## config.mk

```make
export PLATFORM = sky130hd
export DESIGN_NAME = saes_key_expand
export DESIGN_NICKNAME = d
export VERILOG_FILES = /design/src/rtl/saes_key_expand.sv
export SDC_FILE = /design/constraint.sdc
export NUM_CORES = 1
export LEC_CHECK = 0
export CORE_ASPECT_RATIO = 0.8
export CORE_UTILIZATION = 59
export CTS_CLUSTER_SIZE = 40
export DETAILED_ROUTE_END_ITERATION = 12
export MAX_ROUTING_LAYER = met4
export PLACE_DENSITY = 0.9
export REMOVE_ABC_BUFFERS = 1
export SYNTH_ARGS = -nofsm -noshare
export SYNTH_HDL_FRONTEND = slang
export SYNTH_SLANG_ARGS = --single-unit
```

## constraint.sdc

```tcl
create_clock -name clk -period 3.92 [get_ports clk]
set_input_delay 0.98 -clock clk [delete_from_list [all_inputs] [get_ports clk]]
set_output_delay 0.98 -clock clk [all_outputs]
set_load 0.01 [all_outputs]
```

## src/rtl/saes_key_expand.sv

```systemverilog
// ----------------------------------------------------------------------------
// saes_key_expand
//   Sequential key expansion for the 16-bit Simplified-AES core. A 16-bit
//   cipher key and an operation bit are captured through a valid/ready
//   handshake. The three round keys K0, K1 and K2 are then derived over two
//   cycles. They are presented to the round datapath in encrypt or decrypt
//   order and held under a valid/ack handshake.
//
// Ports
//   clk        in   1   rising-edge clock
//   rst        in   1   synchronous active-high reset, highest priority
//   key        in   16  cipher key, w0 = key[15:8], w1 = key[7:0]
//   operation  in   1   1 = encrypt, 0 = decrypt, captured with key
//   key_valid  in   1   key/operation presented
//   key_ready  out  1   block can accept a key (IDLE)
//   rk_first   out  16  first-round key (enc: K0, dec: K2)
//   rk_mid     out  16  middle-round key (K1)
//   rk_last    out  16  last-round key (enc: K2, dec: K0)
//   op_out     out  1   captured operation bit, aligned with the round keys
//   rk_valid   out  1   round-key set complete and stable
//   rk_ack     in   1   consumer has taken the round-key set
// ----------------------------------------------------------------------------
module saes_key_expand #(
    parameter logic [7:0] RCON1 = 8'h80,
    parameter logic [7:0] RCON2 = 8'h30
) (
    input  logic        clk,
    input  logic        rst,
    input  logic [15:0] key,
    input  logic        operation,
    input  logic        key_valid,
    output logic        key_ready,
    output logic [15:0] rk_first,
    output logic [15:0] rk_mid,
    output logic [15:0] rk_last,
    output logic        op_out,
    output logic        rk_valid,
    input  logic        rk_ack
);

    typedef enum logic [1:0] {
        S_IDLE = 2'd0,
        S_R1   = 2'd1,
        S_R2   = 2'd2,
        S_DONE = 2'd3
    } state_t;

    // 4-bit S-box, applied to each nibble independently.
    function automatic logic [3:0] sub_nib(input logic [3:0] n);
        logic [3:0] s;
        // NOTE: the output gets a value on every path, and the case has a
        // default. This keeps the logic purely combinational.
        s = 4'h0;
        case (n)
            4'h0: s = 4'h9;
            4'h1: s = 4'h4;
            4'h2: s = 4'hA;
            4'h3: s = 4'hB;
            4'h4: s = 4'hD;
            4'h5: s = 4'h1;
            4'h6: s = 4'h8;
            4'h7: s = 4'h5;
            4'h8: s = 4'h6;
            4'h9: s = 4'h2;
            4'hA: s = 4'h0;
            4'hB: s = 4'h3;
            4'hC: s = 4'hC;
            4'hD: s = 4'hE;
            4'hE: s = 4'hF;
            default: s = 4'h7;
        endcase
        return s;
    endfunction

    // g(b) = SubNib(RotNib(b)). The rotation is folded into the nibble select.
    function automatic logic [7:0] g_fn(input logic [7:0] b);
        return {sub_nib(b[3:0]), sub_nib(b[7:4])};
    endfunction

    state_t      r_state;
    logic [7:0]  r_w0, r_w1, r_w2, r_w3;
    logic        r_op;
    logic        r_key_ready;
    logic        r_rk_valid;
    logic [15:0] r_rk_first, r_rk_mid, r_rk_last;
    logic        r_op_out;

    // Round 1 words come from the captured key. Round 2 words come from the
    // round 1 registers. w4/w5 go straight into the output registers, so they
    // need no storage of their own.
    logic [7:0] w_w2, w_w3, w_w4, w_w5;
    assign w_w2 = r_w0 ^ RCON1 ^ g_fn(r_w1);
    assign w_w3 = w_w2 ^ r_w1;
    assign w_w4 = r_w2 ^ RCON2 ^ g_fn(r_w3);
    assign w_w5 = w_w4 ^ r_w3;

    always_ff @(posedge clk) begin
        // NOTE: the key words are cleared on reset along with the control
        // state. This way no stale key material survives a reset.
        if (rst) begin
            r_state     <= S_IDLE;
            r_w0        <= 8'h00;
            r_w1        <= 8'h00;
            r_w2        <= 8'h00;
            r_w3        <= 8'h00;
            r_op        <= 1'b0;
            r_key_ready <= 1'b1;
            r_rk_valid  <= 1'b0;
            r_rk_first  <= 16'h0000;
            r_rk_mid    <= 16'h0000;
            r_rk_last   <= 16'h0000;
            r_op_out    <= 1'b0;
        end else begin
            // NOTE: every state update is non-blocking. All registers therefore
            // see the values from before this edge.
            case (r_state)
                S_IDLE: begin
                    if (key_valid && r_key_ready) begin
                        r_w0        <= key[15:8];
                        r_w1        <= key[7:0];
                        r_op        <= operation;
                        r_key_ready <= 1'b0;
                        r_state     <= S_R1;
                    end
                end
                S_R1: begin
                    r_w2    <= w_w2;
                    r_w3    <= w_w3;
                    r_state <= S_R2;
                end
                S_R2: begin
                    // The encrypt order is K0, K1, K2. Decrypt uses the same
                    // keys reversed.
                    r_rk_mid <= {r_w2, r_w3};
                    if (r_op) begin
                        r_rk_first <= {r_w0, r_w1};
                        r_rk_last  <= {w_w4, w_w5};
                    end else begin
                        r_rk_first <= {w_w4, w_w5};
                        r_rk_last  <= {r_w0, r_w1};
                    end
                    r_op_out   <= r_op;
                    r_rk_valid <= 1'b1;
                    r_state    <= S_DONE;
                end
                S_DONE: begin
                    if (rk_ack) begin
                        r_rk_valid  <= 1'b0;
                        r_key_ready <= 1'b1;
                        r_state     <= S_IDLE;
                    end
                end
                default: begin
                    r_rk_valid  <= 1'b0;
                    r_key_ready <= 1'b1;
                    r_state     <= S_IDLE;
                end
            endcase
        end
    end

    assign key_ready = r_key_ready;
    assign rk_first  = r_rk_first;
    assign rk_mid    = r_rk_mid;
    assign rk_last   = r_rk_last;
    assign op_out    = r_op_out;
    assign rk_valid  = r_rk_valid;

endmodule

```

# ---- After elaboration in Yosys (flattened, before gate mapping)
# Memories as Yosys holds them, arrays and structs flattened. A register that Yosys moved wholly into a read port is not among the register bits.
# Cells that the tools add are included.
dict set report op_classes {
  n_eq_ne 5
  mux 18
  bitwise_logic 6
  reduce_logical 8
}
# cell count
set op_table {}
lappend op_table {{$mux W16} 2}
lappend op_table {{$mux W4} 8}
lappend op_table {{$xor A8 B8 Y8} 4}
lappend op_table {{$pmux W2 S4} 1}
lappend op_table {{$reduce_and A2 Y1} 3}
lappend op_table {{$eq A2 B2 Y1 const B} 2}
lappend op_table {{$mux W2} 2}
lappend op_table {{$ne A2 B2 Y1 const B} 2}
lappend op_table {{$pmux W1 S2} 2}
lappend op_table {{$reduce_bool A2 Y1} 2}
lappend op_table {{$mux W1} 3}
lappend op_table {{$reduce_and A3 Y1} 1}
lappend op_table {{$eq A2 B1 Y1 const B} 1}
lappend op_table {{$logic_not A2 Y1} 1}
lappend op_table {{$not A2 Y2} 1}
lappend op_table {{$logic_and A1 B1 Y1} 1}
lappend op_table {{$not A1 Y1} 1}
dict set report word_totals {
  register_bits 86
  rom_bits 256
  in_bits 21
  out_inout_bits 51
  word_cells 53
  memories 4
}
# memory depth word_bits rd rd_ports_with_merged_regs write_ports line
set mem_list {}
lappend mem_list {{(name not given)} 16 4 1 1 0 54} ;# case (n)
lappend mem_list {{(name not given)} 16 4 1 1 0 54}
lappend mem_list {{(name not given)} 16 4 1 1 0 54}
lappend mem_list {{(name not given)} 16 4 1 1 0 54}

# ---- Logic depth before layout (Yosys ltp)
dict set report depth {
  depth_word 5
  depth_mapped 12
  ltp_nobuf 10
}

# ---- Worst setup path before layout
# OpenSTA, ideal clock, no wires.
dict set report synth_timing {
  kind {input to register}
  startpoint {input port key_valid}
  endpoint {register (tool-made name)}
  setup_time_ns 0.116
  t_arrival_ns 2.795
  t_required_ns 3.804
  slack_ns 1.009
  cell_stages 9
  path_buffers 2
  cell_sequence {and3_1 > buf_2 > clkbuf_1 > nand2_1 > a21oi_1 > inv_1 > ha_1 > or3_1 > a31o_1}
}
# item line
set synth_lines {}
lappend synth_lines {{from (decl)} 31} ;# input logic key_valid,

==> flow_summary_export.csv <==
group,metric,value,unit
clock_network,htreeDepth,3,
timing,slew_headroom,0.496,
detailed_routing,routed_via_density,5.56,
power,cellPowerDensity,737,nW/um2
timing,fin_skew,0.00834,ns
timing,setup_viol,0,
clock_network,clkLatencyLatePin,0.37,ns
job,maxCapViolations,0,
place,dp_cells,688,
synthesis,ys_top_cells_by_area,"dfxtp_1, mux2i_1, ha_1",
final_layout,final_cells,703,
worst_setup_path,path_class,"in2reg",
worst_hold_path,hold_depth,1,
floorplanning,die_w,104,um
detailed_routing,drc,0,
final_layout,finalNetCount,642,
worst_hold_path,hold_class,"reg2reg",
grt,grt_first_pass_wirelength,18500,um
worst_setup_path,crit_path_cell_trace,"clkdlybuf4s50_1 -> and3_1 -> nand2_1 -> a21oi_1 -> inv_1 -> ha_1 -> or3_1 -> a31o_1",
detailed_routing,routed_wl,10900,um
synthesis,netlist_area,4940,um2
synthesis,async_flop_share,0,
synthesis,synth_edf_count,0,
worst_setup_path,r2r_cells,9,
timing,hold_violations,0,
detailed_routing,wl_per_cell,15.6,um
synthesis,ys.warnings.count,0,
worst_setup_path,critPathMaxStageDelay,0.54,ns
grt,first_global_vias,3762,
floorplanning,die_h,83.8,um
timing,maxSlewViolCount,0,
timing,whs,0.489,ns
detailed_routing,top_layer_used,"met4",
synthesis,yosysSeqAreaShare,0.414,
synthesis,avgSynthCellArea,9.33,um2
worst_setup_path,worstPathArrival,3.50,ns
timing,rsz0062_at_grt,"no",
synthesis,synth_seq_cells,102,
floorplanning,die-area,8740,um2
worst_setup_path,worst-path-stages,8,
place,dp_hpwl,7900,um
detailed_routing,ant_nets,0,
clock_network,cts_sinks,102,
synthesis,syn-instance-count,529,
worst_setup_path,path_buf_inv,2,
clock_network,cts_made_buffers,9,
timing,fin_setup_tns,0,ns
final_layout,diodes,0,
worst_setup_path,cp-startpoint,"key_valid",
detailed_routing,drt-pass1-iter-count,4,
power,ir_drop,0.559,mV
synthesis,synth.largest_area_cell,"dfxtp_1",
worst_setup_path,crit_path_top_delay_cell,"clkdlybuf4s50_1",
clock_network,cts_resized,0,
floorplanning,coreArea,8020,um2
detailed_routing,route.met2.wl,5120,um
clock_network,path_clk_slew,0.10,ns
detailed_routing,routed-wl-met3,636,um
timing,max_freq,309,MHz
clock_network,postCtsSetupBuffers,0,
floorplanning,rows,29,
worst_setup_path,reg2reg_from,"r_state[0]",
clock_network,root_buffer,"clkbuf_8",
timing,period_minus_slack,3.23,ns
worst_setup_path,critPathMaxFanout,10,
final_layout,syn2layout_area_growth,20.2,%
grt,grt_usage,0.274,
worst_setup_path,cp.required,4.19,ns
grt,grt_max_degree,50,
grt,grt_overflow,0,
final_layout,drive_above_1_share,0.0756,
synthesis,yosysUniqueCellTypes,43,
clock_network,cts_tree,"done",
worst_setup_path,cp-end-kind,"flip-flop",
clock_network,cts_buffer_depth,2,
floorplanning,design.portCount,72,
grt,grt_antenna_before_repair,0,
detailed_routing,vias,3907,
worst_setup_path,crit_family,"simple AND/OR/NAND/NOR gates",
worst_setup_path,ff2ff_setup_slack,1.13,ns
run_status,status,"finished, final reports clean",
timing,tightest_slew,0.756,ns
floorplanning,initial_core_util,0.616,
worst_setup_path,cp-start-kind,"input port",
detailed_routing,drtIter0Drc,202,
place,io_buffer_count,71,
detailed_routing,wl_met1,5000,um
place,gp_congestion,0.880,
timing,fin_crit_sh,0.825,
synthesis,synth_top_area_share,0.414,
final_layout,final_cell_mix,"dfxtp_1, nor2_1, clkdlybuf4s50_1, nand2_1, mux2i_1",
final_layout,layout_commonest_cell,"dfxtp_1",
synthesis,synthFlopType,"dfxtp_1",
power,p_leak,2.19,nW
clock_network,hold_buffers,0,
power breakdown:
part	switching, mW	internal (mW)
clock network	0.361	0.309
logic	1.11	1.01
registers	0.250	1.34
total	1.72	2.65
worst min-delay path by stage:
stage,from,end
3_3_place_gp,rk_last[5],rk_last[5]
3_5_place_dp,rk_last[6],rk_last[6]
5_1_grt,rk_last[2],rk_last[2]
6_report,rk_last[2],rk_last[2]
2_1_floorplan,r_w0[4],r_w0[4]
4_1_cts,rk_last[6],rk_last[6]
cells by family after synthesis:
group / share of synthesized area
muxes: 0.132
xor gates and xnor gates: 0.0717
AOI/OAI and AO/OA: 0.135
and+or+nand+nor: 0.129
adders and majority gates: 0.0760
DFF: 0.414
buffers and inverters: 0.0421
worst reg2reg max path, cell delays in order (launching register included):
cell and delay, ns:
dfxtp_1 0.35, inv_1 0.11, ha_1 0.24, and3_1 0.45
nand2_1 0.13, a21oi_1 0.39, inv_1 0.18, ha_1 0.25
or3_1 0.37, a31o_1 0.22
through the flow:
step	total power [mW]	instance area (um2)	util	setup WS [ns]
finish	4.37	5930	0.740	0.686
global route	4.68	5930	0.740	0.522
CTS	4.37	5930	0.740	0.709
detailed placement	3.69	5740	0.715	0.302
global placement	3.60	5740	0.715	0.452
floorplan	3.03	4800	-	1.10
cells in the mapped netlist (3+ instances only):
cell and n:
o21ai_0 17, o211a_1 5, dfxtp_1 102, clkbuf_1 18, a21oi_4 3, xnor2_1 21, o211ai_1 12, xor2_1 6
inv_1 19, nor2_1 79, a21oi_1 34, mux2i_1 48, nor3b_1 4, mux2i_4 4, ha_1 30, nor2_2 3
buf_2 10, xor3_1 4, a211oi_1 10, buf_1 3, nand2_1 64
metal layers:
| layer | GRT usage | vias up |
|---|---|---|
| met5 | - | - |
| met2 | 0.433 | 128 |
| met4 | 0.0831 | 0 |
| li1 | - | 1912 |
| met1 | 0.354 | 1848 |
| met3 | 0.0554 | 19 |
layout make-up:
cell class | instances | area (um2)
Multi-Input combinational cell | 376 | 2690
Fill cell | 566 | 2080
Sequential cell | 102 | 2040
Timing Repair Buffer | 83 | 798
Clock buffer | 10 | 138
Tap cell | 108 | 135
Inverter | 19 | 71.3
Clock inverter | 5 | 60.1
Power figures use the tool's default switching activity.
